$ cat src/rtl/cost_rom_arbiter.sv
// Round-robin arbiter that shares one Cost lookup port among NREQ permutation
// evaluators, walking workers 0..7 and returning the 10-bit total per grant.
module cost_rom_arbiter #(
  parameter int NREQ = 2
) (
  input  logic                 CLK,
  input  logic                 RST,
  input  logic [NREQ-1:0]      req,
  input  logic [24*NREQ-1:0]   perm,
  output logic [NREQ-1:0]      ack,
  output logic [2:0]           W,
  output logic [2:0]           J,
  input  logic [6:0]           Cost,
  output logic [NREQ-1:0]      rsp_valid,
  output logic [9:0]           rsp_sum,
  output logic                 busy
);

  localparam int GW = (NREQ > 2) ? 2 : 1;

  typedef enum logic [1:0] {
    S_IDLE  = 2'd0,
    S_FETCH = 2'd1,
    S_DONE  = 2'd2
  } state_t;

  state_t              state_q, state_d;
  logic [2:0]          idx_q, idx_d;
  logic [9:0]          sum_q, sum_d;
  logic [GW-1:0]       gnt_q, gnt_d;
  logic [GW-1:0]       last_q, last_d;
  logic [23:0]         perm_q, perm_d;
  logic [NREQ-1:0]     ack_q, ack_d;
  logic [NREQ-1:0]     rsp_valid_q, rsp_valid_d;
  logic [9:0]          rsp_sum_q, rsp_sum_d;
  logic [2:0]          w_q, w_d;
  logic [2:0]          j_q, j_d;
  logic                busy_q, busy_d;

  logic                found_s;
  logic [GW-1:0]       pick_s;
  logic [GW-1:0]       cand_s;
  logic [23:0]         perm_sel_s;

  function automatic logic [2:0] job_of(input logic [23:0] p, input logic [2:0] w);
    job_of = 3'd0;
    for (int i = 0; i < 8; i++) begin
      if (w == 3'(i)) job_of = p[3*i +: 3];
    end
  endfunction

  function automatic logic [NREQ-1:0] onehot(input logic [GW-1:0] g);
    onehot = {{(NREQ-1){1'b0}}, 1'b1} << g;
  endfunction

  // Round-robin search starting just after the previous winner.
  always_comb begin
    found_s    = 1'b0;
    pick_s     = '0;
    cand_s     = '0;
    perm_sel_s = 24'd0;
    for (int k = 1; k <= NREQ; k++) begin
      cand_s = GW'((int'(last_q) + k) % NREQ);
      if (!found_s && req[cand_s]) begin
        found_s = 1'b1;
        pick_s  = cand_s;
      end
    end
    for (int i = 0; i < NREQ; i++) begin
      if (pick_s == GW'(i)) perm_sel_s = perm[24*i +: 24];
    end
  end

  // Next-state and registered-output computation.
  always_comb begin
    state_d     = state_q;
    idx_d       = idx_q;
    sum_d       = sum_q;
    gnt_d       = gnt_q;
    last_d      = last_q;
    perm_d      = perm_q;
    ack_d       = '0;
    rsp_valid_d = '0;
    rsp_sum_d   = rsp_sum_q;
    w_d         = 3'd0;
    j_d         = 3'd0;
    case (state_q)
      S_IDLE: begin
        if (found_s) begin
          ack_d   = onehot(pick_s);
          perm_d  = perm_sel_s;
          gnt_d   = pick_s;
          last_d  = pick_s;
          idx_d   = 3'd0;
          sum_d   = 10'd0;
          j_d     = job_of(perm_sel_s, 3'd0);
          state_d = S_FETCH;
        end else begin
          state_d = S_IDLE;
        end
      end
      S_FETCH: begin
        sum_d = sum_q + {3'd0, Cost};
        idx_d = idx_q + 3'd1;
        if (idx_q == 3'd7) begin
          rsp_sum_d   = sum_d;
          rsp_valid_d = onehot(gnt_q);
          state_d     = S_DONE;
        end else begin
          // W/J for the next worker are staged so the port is register-driven.
          w_d = idx_q + 3'd1;
          j_d = job_of(perm_q, idx_q + 3'd1);
        end
      end
      S_DONE:  state_d = S_IDLE;
      default: state_d = S_IDLE;
    endcase
    busy_d = (state_d != S_IDLE);
  end

  // State and output registers with synchronous reset.
  always_ff @(posedge CLK) begin
    if (RST) begin
      state_q     <= S_IDLE;
      idx_q       <= 3'd0;
      sum_q       <= 10'd0;
      gnt_q       <= '0;
      last_q      <= GW'(NREQ - 1);
      perm_q      <= 24'd0;
      ack_q       <= '0;
      rsp_valid_q <= '0;
      rsp_sum_q   <= 10'd0;
      w_q         <= 3'd0;
      j_q         <= 3'd0;
      busy_q      <= 1'b0;
    end else begin
      state_q     <= state_d;
      idx_q       <= idx_d;
      sum_q       <= sum_d;
      gnt_q       <= gnt_d;
      last_q      <= last_d;
      perm_q      <= perm_d;
      ack_q       <= ack_d;
      rsp_valid_q <= rsp_valid_d;
      rsp_sum_q   <= rsp_sum_d;
      w_q         <= w_d;
      j_q         <= j_d;
      busy_q      <= busy_d;
    end
  end

  assign ack       = ack_q;
  assign rsp_valid = rsp_valid_q;
  assign rsp_sum   = rsp_sum_q;
  assign W         = w_q;
  assign J         = j_q;
  assign busy      = busy_q;

endmodule

$ cat config.mk
export PLATFORM = sky130hd
export DESIGN_NAME = cost_rom_arbiter
export DESIGN_NICKNAME = d
export VERILOG_FILES = /design/src/rtl/cost_rom_arbiter.sv
export SDC_FILE = /design/constraint.sdc
export NUM_CORES = 1
export LEC_CHECK = 0
export ABC_AREA = 1
export ABC_CLOCK_PERIOD_IN_PS = 2200
export CAP_MARGIN = 20
export CORE_ASPECT_RATIO = 1.25
export CORE_UTILIZATION = 50
export CTS_BUF_LIST = sky130_fd_sc_hd__clkbuf_8
export DETAILED_ROUTE_END_ITERATION = 12
export GPL_TIMING_DRIVEN = 1
export HOLD_SLACK_MARGIN = 0.08
export PLACE_DENSITY_LB_ADDON = 0.2
export SYNTH_ARGS = -nofsm -noshare
export SYNTH_HDL_FRONTEND = slang
export SYNTH_SLANG_ARGS = --single-unit
$ cat constraint.sdc
create_clock -name CLK -period 2.2 [get_ports CLK]
set_input_delay 0.22 -clock CLK [delete_from_list [all_inputs] [get_ports CLK]]
set_output_delay 0.22 -clock CLK [all_outputs]
set_load 0.02 [all_outputs]
### Word level (Yosys, flattened, before mapping)

Index checks and enable logic that the tools add are counted.
Widths: inputs -> output; s select.

* register bits: 62
* bits of input ports: 59
* output and inout port bits: 21
* word-level logic and storage cells: 73

* add/sub/neg operators: 4
* order comparisons: 2
* equal/unequal tests: 10
* shifts and indexed selects: 2
* muxes and demuxes: 27
* bitwise operators: 4
* reduce and logical (&&, ||, !) cells: 12

Operators by type and width (number)
* $mux 3: 11
* $mux 24: 1
* $pmux 10 s2: 1
* $eq 3x3->1 const B: 5
* $pmux 3 s2: 2
* $add 10x7->10: 1
* $mux 10: 1
* $mux 1: 9
* $reduce_or 3->1: 3
* $eq 3x2->1 const B: 2
* $reduce_and 2->1: 3
* $lt 1x2->1 const B: 2
* $not 1->1: 4
* $pmux 2 s2: 1
* $reduce_bool 2->1: 2
* $shl 1x1->2 const A: 2
* $add 3x1->3 const B: 1
* $eq 3x1->1 const B: 1
* $logic_not 3->1: 1
* $add 1x1->1 const B: 2
* $eq 2x1->1 const B: 1
* $logic_not 2->1: 1
* $mux 2: 1
* $ne 2x2->1 const B: 1
* other kinds (2): 2

### Depth between registers and ports, before layout

Gate-level depths: netlist of the first run.

* word-level depth: 12
* mapped depth: 15
* depth with buffers taken out: 15

### Worst setup path after synthesis of the first run

Ideal clock, no wire load.

* path type: register to register
* start: reg idx_q[0]
* end: reg j_q[2], in the netlist J[2]
* setup time: 135 ps
* arrival: 1609 ps
* data required time: 2065 ps
* path slack: 456 ps
* cell stages (with the launch flop): 14
* buffers on the path: 0
* clock period less this slack: 1744 ps
* cells stage by stage: dfxtp_1 -> ha_1 -> ha_1 -> inv_2 -> nand2_1 -> or2_0 -> nand3_1 -> nand2_1 -> nand2_1 -> nand3_1 -> nand2_1 -> nand2_1 -> nand2_1 -> a21oi_1

* cells in the longest elaborated chain, start to end: 12
* elaborated cells between the ends (all ways): 20
* those cells by class: add/sub (1); eq/ne (8); mux (10); reduce/logical (1)

Ends and longest elaborated chain
* start, declared: RTL line 28 `logic [2:0] idx_q, idx_d;`
* start signal, assigned: RTL line 138 `idx_q <= idx_d;`
* $add 3x1->3: RTL line 112 `j_d = job_of(perm_q, idx_q + 3'd1);`
* $logic_not 3->1: RTL line 48 `if (w == 3'(i)) job_of = p[3*i +: 3];`
* $mux 3 (8 in a row): RTL line 48
* $mux 3 (*): RTL line 105 `if (idx_q == 3'd7) begin`
* $pmux 3 s2 (*): RTL line 87 `case (state_q)`
* end signal, assigned: RTL line 147 `j_q <= j_d;`
* end, declared: RTL line 37 `logic [2:0] j_q, j_d;`

Every way passes the cells marked *; elsewhere a longest branch is shown, timed or not.
A chain may end at the register's enable or synchronous reset.

### Final worst setup path of the first run

* start: reg idx_q[0]
* end: reg j_q[0], in the netlist J[0]

Same word-level chain as after synthesis.

==> results of run 1 <==
==> cells in the mapped netlist <==
cell type	number
a21oi_1	28
a21oi_2	2
a31oi_1	21
buf_1	1
buf_2	5
buf_4	2
buf_6	2
clkbuf_1	7
clkinv_1	1
dfxtp_1	62
fa_1	1
ha_1	14
inv_1	28
inv_2	6
nand2_1	132
nand2_2	2
nand3_1	22
nand3_2	1
nand4_2	1
nor2_1	23
nor2_2	2
nor2_4	3
nor2_8	1
nor3_2	1
o211ai_1	1
o21ai_0	28
o21ai_1	4
o21ai_2	1
o21bai_1	7
o22ai_1	1
or2_0	3
or2_2	2
xnor2_1	1
xnor2_2	1
xor2_1	3
==> critical path, stage by stage, from the launching register on <==
cell     delay [ps]
dfxtp_2         360
ha_1            220
ha_1            380
nor2_2          170
nand3_1          90
nand3_1          70
nand3_1          60
nand2_1          60
nand2_1          60
nand3_1          70
nand2_1          50
nand2_1          60
nand2_1          50
a21oi_1         140
==> state kept, by name, summed over array words and instances, names as in the netlist <==
name,count
J,3
W,3
ack,2
busy,1
gnt_q,1
idx_q,3
last_q,1
perm_q,24
rsp_sum,10
rsp_valid,2
state_q,2
sum_q,10
==> path summary, 6_finish.rpt <==
path | startpoint | endpoint | cells after the start
hold / removal | gnt_q | rsp_valid[1] | 2
setup reg to reg | idx_q[0] | J[0] | 13
setup / recovery | idx_q[0] | J[0] | 13
hold reg to reg | gnt_q | rsp_valid[1] | 2
==> cell families (layout without fill, tap and decap cells) <==
| logic type | after synthesis | count (layout) |
|---|---|---|
| fa+ha+maj | 15 | 15 |
| flops | 62 | 62 |
| buf+inv | 52 | 135 |
| simple gates | 193 | 193 |
| xor+xnor | 5 | 5 |
| compound gates | 93 | 93 |
==> metal layers <==
metal	part of all wire, %	vias to the layer above	track usage [%]	wire length (um)
met3	3.8	15	7.25	282
met5	0	-	0	0
met4	2.2	0	11.4	161
met2	52	67	44.3	3870
li1	-	1527	-	-
met1	42	1355	25.3	3060
==> repair_timing <==
action                                  4_1_cts  5_1_grt
hold buffers                                  0        0
endpoints found under the setup margin        0        1
gates resized for setup                       0        1
==> report_power, final <==
part           switching [W]  internal [W]
logic               0.000380      0.000301
clock network       0.000402      0.000414
registers          0.0000598       0.00122
total               0.000842       0.00194
==> metrics by stage <==
| stage | setup slack [ps] | power (W) | utilization, % | hold slack (ps) |
|---|---|---|---|---|
| floorplan | 456 | 0.00174 | - | 289 |
| global placement | 134 | 0.00197 | 67.0 | 437 |
| detailed placement | 86.2 | 0.00198 | 67.0 | 442 |
| CTS | 207 | 0.00280 | 69.6 | 448 |
| global route | 56.9 | 0.00296 | 69.7 | 452 |
| finish | 265 | 0.00278 | 69.7 | 455 |
==> layout make-up <==
| class | count | area share (%) |
|---|---|---|
| clock buffers | 10 | 3.37 |
| clock inverters | 4 | 0.429 |
| inverters | 35 | 3.22 |
| multi-input cells | 306 | 39.3 |
| flip-flops and latches | 62 | 30.5 |
| well taps | 82 | 2.51 |
| repair buffers | 86 | 20.7 |
==> results.ini, run 1 <==
[outcome]
status=finished clean

[worst_setup_path]
arrival_ps=2200
critical_path.max_fanout=7
critical_path_required_ps=2460
reg2reg_slack_ps=260
crit_type=reg -> reg
worst_setup_path_end_kind=flip-flop
worst_setup_path_start_kind=flip-flop

[pwr]
peakVddDrop_mv=0.370
powerDensity_mw_per_mm2=681
leakage_nw=1.79

[sta]
min_period_ps=1940
finalSetupViolations=0
fin_worst_skew_ps=7.00
rsz0062_at_grt=no
max_freq_mhz=517
tightestPinTransition_ps=358
relSlewSlack_pct=76.1
hold_viol=0
tns_ps=0
fin_crit_sh_pct=88.0
slew_viol_final=0

[logic_synthesis]
yosys.area.top_type_share_pct=40.4
ys_types=35
yosysSeqAreaShare_pct=40.4
synth_mux_area_share_pct=0
synth_simple_gate_area_share_pct=27.2
synth_cells=420
avgSynthCellArea_um2=7.31
ys_ff_latch=62
synth_fa_ha_area_share_pct=6.36
syn_area_mm2=0.00307
synth_area_leaders=dfxtp_1 (40%), nand2_1 (16%), ha_1 (5.7%), a21oi_1 (4.6%), o21ai_0 (4.6%)
synthXorXnorAreaFrac_pct=1.67
synth_top_family_by_area=simple AND/OR/NAND/NOR gates
syn_nets=494
yosysTopAreaCell=dfxtp_1
synth_compound_gate_area_share_pct=17.1
ys.warnings.count=0

[place]
placed_cell_area_mm2=0.00392
io_buffers=79
routabilityCongestion=0.791
place_inst=571
hpwlAfterDp_um=5340

[final_layout]
multiInputGateArea_mm2=0.00161
finalInstanceArea_mm2=0.00408
final_cell_mix=nand2_1 (132), clkdlybuf4s50_1 (79), dfxtp_1 (61), inv_1 (30)
final_common_cell=nand2_1
n_antenna_cell=0
drive_above_1_share_pct=8.55
regArea_mm2=0.00124
nets=574
fillCellCount=489
syn_to_final_growth_pct=32.9
fin_cells=585

[die]
chipHeight_um=89.6
io_pins=80
core_area_mm2=0.00586
fp.dieArea_mm2=0.00646
start_util_pct=52.4
die_w_um=72.1
row_count=31

[cts]
clkTransAtPathRegs_ps=70
clk_path_buf_depth=2
cts_tree=yes
cts_sinks=62
post_cts_buffers=0
cts_buffers=9
worstSkewPairLatency_ps=330
clock-root-buffer=clkbuf_8
htreeDepth=3

[route]
drc=0
vias=2964
wl_per_cell_um=12.6
first_iter_violations=119
drt-vias-per-instance=5.07
routed_wl_um=7380
postRouteAntennaNets=0
dr.pass1.iters=4

[global_route]
antenna_found_initial=0
grt_pass1_vias=2793
grt_pass1_wl_um=12000
gr-total-overflow=0
grt_max_degree=38
grt_usage_pct=24.1

[job]
cap_violations=0

[worst_hold_path]
hold_path.class=reg -> reg

(Power assumes the default switching activity.)
==> inputs of run 2 (changes only) <==
HOLD_SLACK_MARGIN = default   (was 0.08)
==> results of run 2 <==
Same layout as run 1: the final DEF is identical, and so are final timing and power.
==> inputs of run 3 (changes only) <==
PLACE_DENSITY = 0.82   (was default)
PLACE_DENSITY_LB_ADDON = default   (was 0.2)
==> run 3 against run 2 <==
Against the previous run:
- clock skew is 4.0 ps higher
- critical path depth stayed put
- non-clock buffer count stayed put
==> results.ini, run 3 (synthesis results as in run 1) <==
[global_route]
grt_pass1_vias=2925
gr-total-overflow=0
grt_max_degree=35
antenna_found_initial=0
grt_usage_pct=25.4
grt_pass1_wl_um=12500

[final_layout]
syn_to_final_growth_pct=35.4
largest_reg_flops=24
final_common_cell=nand2_1
final_cell_mix=nand2_1 (132), clkdlybuf4s50_1 (79), dfxtp_1 (62)
nets=574
fin_util_pct=71.0
finalInstanceArea_mm2=0.00416
drive_above_1_share_pct=9.11
n_antenna_cell=0
regMostFlops=perm_q
fillCellCount=481

[sta]
max_freq_mhz=499
fin_worst_skew_ps=11.0
finalSetupViolations=0
tns_ps=0
rsz0062_at_grt=no
tightestPinTransition_ps=380
hold_viol=0
slew_viol_final=0
relSlewSlack_pct=74.6
fin_crit_sh_pct=91.0
min_period_ps=2000

[worst_hold_path]
min_path_cells=3
min_to=perm_q[18]
hold_path.class=in -> reg
hold_start=perm[42]

[worst_setup_path]
slowest_delay_ps=480
worst_setup_path_start_kind=flip-flop
crit_path_frequent_cell=nand2_1
timing.rr.end=J[2]
reg2reg_slack_ps=200
path_cells=ha_1 > ha_1 > inv_2 > nand2_1 > or2_0 > nand3_1 > nand2_1 > nand2_1 > nand3_1 > nand2_1 > nand2_1 > nand2_1 > a21oi_1
r2r_start=idx_q[0]
critical_path.max_fanout=7
crit_type=reg -> reg
critical_path_required_ps=2430
r2r_cells=13
slowest_stage=dfxtp_1
worst_setup_path_end_kind=flip-flop
arrival_ps=2240

[cts]
clkTransAtPathRegs_ps=70
clk_path_buf_depth=2
post_cts_buffers=0
cts_buffers=9
clock-root-buffer=clkbuf_8
htreeDepth=3
ctsResizeCount=0
cts_sinks=62
worstSkewPairLatency_ps=350
cts_tree=yes
ctsHoldBuffers=0

[job]
cap_violations=0

[route]
postRouteAntennaNets=0
wl_per_cell_um=13.2
drt-vias-per-instance=5.15
vias=3024
routed_wl_um=7760
first_iter_violations=177
drc=0
dr.pass1.iters=5

[die]
core_area_mm2=0.00586
fp.dieArea_mm2=0.00646
start_util_pct=52.4
io_pins=80
die_w_um=72.1
row_count=31
chipHeight_um=89.6

[pwr]
peakVddDrop_mv=0.470
powerDensity_mw_per_mm2=754
leakage_nw=1.82

[place]
hpwlAfterDp_um=5260
placed_cell_area_mm2=0.00392
io_buffers=79
routabilityCongestion=0.825

[outcome]
status=finished clean

run 3: cell count changes in the layout (fill, tap and decap cells not counted):
| cell | delta |
|---|---|
| bufinv_16 | +2 |
| inv_1 | -2 |
| clkbuf_8 | +1 |
| clkinv_2 | -1 |
| clkinv_4 | +1 |
| clkinvlp_4 | +1 |
| dfxtp_1 | +1 |
| dfxtp_2 | -1 |
run 3: worst max path at each step:
stage,startpoint,endpoint,slack [ps]
finish,idx_q[0],J[2],200
global route,idx_q[0],J[0],30
CTS,idx_q[0],J[2],200
detailed placement,Cost[0],rsp_sum[8],50
global placement,Cost[0],rsp_sum[8],140
floorplan,idx_q[0],J[2],460
run 3: area by class of cell:
type                    instances  area (um2)  area share, %
multi-input cells             306        1610           38.6
flip-flops and latches         62        1240           29.9
repair buffers                 86         843           20.3
clock buffers                  11         151           3.64
inverters                      35         131           3.16
well taps                      82         103           2.47
clock inverters                 5        81.3           1.96
run 3: report_power, final:
part           total, W  internal [W]  leakage [nW]  switching [W]
registers       0.00128       0.00122         0.509      0.0000576
clock network   0.00116      0.000699         0.116       0.000464
logic          0.000691      0.000302          1.19       0.000390
run 3: worst max-delay path, delay by kind of cell (launching register included):
kind / cells / cell delay [ps]
AND/OR/NAND/NOR: 9 / 800
flip-flops: 1 / 480
adder cells (fa/ha/maj): 2 / 480
buffers and inverters: 1 / 70
AO/OA/AOI/OAI: 1 / 50
run 3: per-layer routing:
layer	global-route usage, %	routed length, um	up-vias
met3	4.46	343	24
met4	18.2	285	0
li1	-	-	1534
met1	26.3	3260	1364
met2	46.5	3870	102
met5	0	0	-
run 3: stage by stage:
stage | cells | worst slack, ps | total power [W] | hold WS (ps)
floorplan | 420 | 456 | 0.00174 | 289
global placement | 571 | 145 | 0.00197 | 433
detailed placement | 571 | 50.6 | 0.00198 | 442
CTS | 587 | 197 | 0.00314 | 441
global route | 587 | 33.5 | 0.00328 | 449
finish | 587 | 197 | 0.00313 | 442
